<file path="config.mk">
export PLATFORM = sky130hd
export DESIGN_NAME = tx_mode_select
export DESIGN_NICKNAME = d
export VERILOG_FILES = /design/src/rtl/tx_mode_select.sv
export SDC_FILE = /design/constraint.sdc
export NUM_CORES = 1
export LEC_CHECK = 0
export ABC_AREA = 0
export BUFFER_PORTS_ARGS = -buffer_cell sky130_fd_sc_hd__buf_4
export CAP_MARGIN = 20
export CORE_UTILIZATION = 55
export CTS_CLUSTER_DIAMETER = 60
export DETAILED_ROUTE_END_ITERATION = 8
export GPL_TIMING_DRIVEN = 0
export PLACE_DENSITY = 0.73
export SETUP_SLACK_MARGIN = 0.02
export SLEW_MARGIN = 20
export SYNTH_ARGS = -nofsm -noshare
export SYNTH_HDL_FRONTEND = slang
export SYNTH_SLANG_ARGS = --single-unit
</file>
<file path="constraint.sdc">
create_clock -name clk -period 3 [get_ports clk]
set_input_delay 0.15 -clock clk [delete_from_list [all_inputs] [get_ports clk]]
set_output_delay 0.15 -clock clk [all_outputs]
set_load 0.05 [all_outputs]
</file>
<file path="src/rtl/tx_mode_select.sv">
// tx_mode_select
//   Produces the UART TX mode bit (cntmodetx: 0 = CS, 1 = FF) for the TX-mode
//   7-segment decoder. The raw active-low push button is synchronised and
//   debounced, and every debounced press toggles the mode.
//
//   Build option TXMODE_BUSY_DEFER_EN:
//     defined   - a press seen while tx_busy is high is queued in a PENDING
//                 state and applied when tx_busy drops. At most one toggle is
//                 queued, so the mode never changes under an in-flight frame.
//     undefined - tx_busy is ignored and every press toggles on the next edge.
//
// Ports
//   clk          in   system clock
//   rst          in   asynchronous reset, active-high
//   key_n        in   raw push button, active-low, asynchronous to clk
//   tx_busy      in   high while a UART frame is in flight (level, not a handshake)
//   cntmodetx    out  registered TX mode, 0 = CS, 1 = FF
//   mode_changed out  one-cycle pulse in the cycle cntmodetx takes its new value
//
// Parameters
//   DB_CYCLES    debounce window in clk cycles (>= 2)
//   CNT_W        debounce counter width, derived from DB_CYCLES

module tx_mode_select #(
    parameter  int DB_CYCLES = 1_000_000,
    localparam int CNT_W     = $clog2(DB_CYCLES + 1)
) (
    input  logic clk,
    input  logic rst,
    input  logic key_n,
    input  logic tx_busy,
    output logic cntmodetx,
    output logic mode_changed
);

    logic [1:0]       sync_ff;
    logic             key_s;
    logic             key_stable;
    logic [CNT_W-1:0] db_cnt;
    logic             db_done;
    logic             press_evt;
    logic             toggle;

    // Two-flop synchroniser; the only place key_n is sampled.
    always_ff @(posedge clk or posedge rst) begin
        if (rst) begin
            sync_ff <= 2'b11;
        end else begin
            sync_ff <= {sync_ff[0], key_n};
        end
    end

    assign key_s = sync_ff[1];

    // A difference that has persisted for DB_CYCLES cycles is accepted.
    // db_cnt tops out at DB_CYCLES-1, so it cannot wrap.
    assign db_done = (key_s != key_stable) && (db_cnt == CNT_W'(DB_CYCLES - 1));

    always_ff @(posedge clk or posedge rst) begin
        if (rst) begin
            key_stable <= 1'b1;
            db_cnt     <= '0;
            press_evt  <= 1'b0;
        end else begin
            // Only a 1->0 commit of the stable level is a press; releases are silent.
            press_evt <= db_done && !key_s;
            if (key_s == key_stable) begin
                db_cnt <= '0;
            end else if (db_done) begin
                key_stable <= key_s;
                db_cnt     <= '0;
            end else begin
                db_cnt <= db_cnt + CNT_W'(1);
            end
        end
    end

`ifdef TXMODE_BUSY_DEFER_EN
    typedef enum logic {
        IDLE    = 1'b0,
        PENDING = 1'b1
    } state_t;

    state_t state;
    state_t state_nxt;

    always_ff @(posedge clk or posedge rst) begin
        if (rst) begin
            state <= IDLE;
        end else begin
            state <= state_nxt;
        end
    end

    // Presses arriving while PENDING are dropped: one queued toggle at most.
    always_comb begin
        state_nxt = state;
        case (state)
            IDLE:    if (press_evt && tx_busy) state_nxt = PENDING;
            PENDING: if (!tx_busy)             state_nxt = IDLE;
            default:                           state_nxt = IDLE;
        endcase
    end

    // A press in the same cycle tx_busy is low toggles at once.
    always_comb begin
        toggle = 1'b0;
        case (state)
            IDLE:    toggle = press_evt && !tx_busy;
            PENDING: toggle = !tx_busy;
            default: toggle = 1'b0;
        endcase
    end
`else
    logic unused_tx_busy;
    assign unused_tx_busy = tx_busy;
    assign toggle         = press_evt;
`endif

    always_ff @(posedge clk or posedge rst) begin
        if (rst) begin
            cntmodetx    <= 1'b0;
            mode_changed <= 1'b0;
        end else begin
            mode_changed <= toggle;
            if (toggle) begin
                cntmodetx <= ~cntmodetx;
            end
        end
    end

endmodule

</file>
==> metrics.txt <==
fraction of the cycle the final worst path needs=65.3%; critical path arrival=2180 ps; number of global-route vias before repair=925; post-layout minimum cycle time=1960 ps; leakage power figure=0.577 nW; fraction of final layout cells with drive strength greater than 1=19.2%; ant diodes=0; placeable core region=2040 sq um; final weighted congestion in routability-driven placement=0.743; Detailed Route Iter0 Violations=14; clock tree from TritonCTS=built; number of port buffers=4; headroom to the max-slew limit=39.1%; clock transition at the registers of the reported paths=140 ps; ratio of total power to cell area=451 nW/um^2; Hold/Removal Path Class=reg -> reg; maximum number of pins on one net before global-route repair=27; total I/O pin count=6; multi-input logic area=562 sq um; Horiz. Die Dim=49.6 microns; area growth from synthesis to layout=11.0%; highest ir drop seen on vdd=0.380 mV; number of clock buffers inserted by TritonCTS=3; Avg Cell Area, Syn=10.8 sq um; Post-CTS Setup Bufs=0; Via density=5.90; cts repair resizes=0; total of flip-flops plus latches after synthesis=26; final routed wirelength across all metal layers=2250 microns; sink count of the clock tree=26; overall die height=49.6 microns; Routed wire per std cell=14.8 microns; Most used DFF post-synth=dfrtp_1; die area=2460 sq um; worst-margin pin slew=908 ps; endpoint type of the worst setup path=register; overall fraction of global-route tracks in use=21.9%; setup TNS after final layout=0 ps; most frequent cells in the layout=23 x dfrtp_1, 13 x nor2_1, 7 x nand2_1, 7 x xor2_1, 7 x a21oi_1; max-slew violations=0; Clock H-tree levels=1; number of enable flip-flop cells after synthesis=0; number of nets with antenna violations after detailed routing=0; kind of launch point of the worst setup path=register; Clk Tree Root Cell=clkbuf_4; NumNets Final=131; RSZ-0062 raised after global routing=no; number of optimization iterations in the first detailed-route pass=4; # rows=16; insertion delay of the later-clocked pin in the worst-skew pair=330 ps; Final Hold Violating Endpoints=0; sequential cell area in the final layout=654 sq um; largest fanout on the critical path=10; DRC=0; kind of cell with the highest combined delay on the critical path=compound AO/OA/AOI/OAI gates; post-synthesis instance area=1240 sq um; total vias in the final route=897; kind of critical path=reg -> reg; final HPWL from detailed placement=1600 microns; Synth Warn #=0; Worst Skew=13.0 ps; cell breakdown of the critical path=nor4_1 -> nand2_2 -> o41ai_4 -> buf_6 -> nor2_1; Netlist cell types=32; Congestion Overflow GR=0; Async S/R FF share, synth=100%; maximum achievable frequency=511 MHz; Net Count, Synth=120; initial core utilization=61.0%; Slowest cell on crit path=o41ai_4; wire length of the first global-routing pass=4060 microns; final count of negative-setup-slack endpoints=0; maximum buffer depth of the clock tree=2; number of max-cap violations=0; peak per-stage delay on the critical path=630 ps; worst path required time=3220 ps; worst path buffer plus inverter count=1; utilization after layout=67.6%; commonest non-fill, non-tap cell in the layout=dfrtp_1; synthesized netlist cell count=115; run status=finished, final reports clean; # fillers=172; post-synthesis sequential area ratio=52.6%; initial antenna violation count=0
[cell usage after synthesis, drive strengths merged (3+ instances only)]
cell / number / area [sq um]
dfstp: 3 / 78.8
or4: 3 / 26.3
a21oi: 7 / 35.0
or3: 6 / 43.8
dfrtp: 23 / 576
nand2: 8 / 32.5
xor2: 7 / 61.3
buf: 3 / 21.3
o21ai: 5 / 25.0
nand4: 6 / 37.5
nor2: 13 / 48.8
nand3: 7 / 45.0
and3: 3 / 20.0
xnor2: 6 / 52.6
[timing repair]
action | CTS | global route
hold buffers | 1 | 1
endpoints found under the hold margin | 1 | 23
setup endpoints to repair | 0 | 0
[sequential cells by signal, indices dropped and copies added, names as in the netlist]
signal        count
cntmodetx         1
db_cnt           20
key_stable        1
mode_changed      1
press_evt         1
sync_ff           2
[metal layers]
| metal | share of wire [%] | track usage, % | wire length [microns] |
|---|---|---|---|
| met4 | 1.5 | 9.05 | 33 |
| met5 | 0 | 0 | 0 |
| met3 | 1.8 | 4.01 | 41 |
| met1 | 46 | 27.5 | 1040 |
| met2 | 50 | 36.9 | 1130 |
[layout make-up]
class	count	area share, %
Multi-Input combinational cell	84	40.7
Tap cell	27	2.45
Sequential cell	26	47.4
Clock inverter	1	2.17
Buffer	3	1.54
Timing Repair Buffer	6	3.62
Inverter	2	0.543
Clock buffer	3	1.63
[cell families (layout without fill, tap and decap cells)]
group                      after synthesis  count (layout)  synth area share [%]
AOI/OAI and AO/OA                       15              15                  8.24
xor gates and xnor gates                13              13                  9.15
adders and majority gates                1               1                  1.00
buffers and inverters                    5              15                  2.31
DFF                                     26              26                  52.6
muxes                                    1               1                  1.21
and+or+nand+nor                         54              54                  25.5
[worst paths after layout]
check / start / to / cells past startpoint / slack, ps
min in group asynchronous: rst / db_cnt[16] / 3 / 440
max in group asynchronous: rst / db_cnt[8] / 3 / 2120
min reg2reg: sync_ff[0] / sync_ff[1] / 0 / 370
max reg2reg: db_cnt[11] / db_cnt[10] / 5 / 1040
min: sync_ff[0] / sync_ff[1] / 0 / 370
max: db_cnt[11] / db_cnt[10] / 5 / 1040
[stage by stage]
stage / worst slack [ps] / power (mW) / hold WS (ps) / instances / area (sq um)
floorplan: 1300 / 0.382 / 154 / 115 / 1240
global placement: 1070 / 0.389 / 259 / 146 / 1310
detailed placement: 1040 / 0.390 / 260 / 146 / 1310
CTS: 1010 / 0.626 / 45.6 / 151 / 1370
global route: 901 / 0.644 / 375 / 152 / 1380
finish: 1040 / 0.624 / 368 / 152 / 1380
[where the power goes]
group          switching [mW]  total, mW  internal, mW
clock network           0.104      0.239         0.135
logic                  0.0151     0.0248       0.00969
registers             0.00356      0.360         0.356
total                   0.122      0.624         0.501
(Power assumes the default switching activity.)
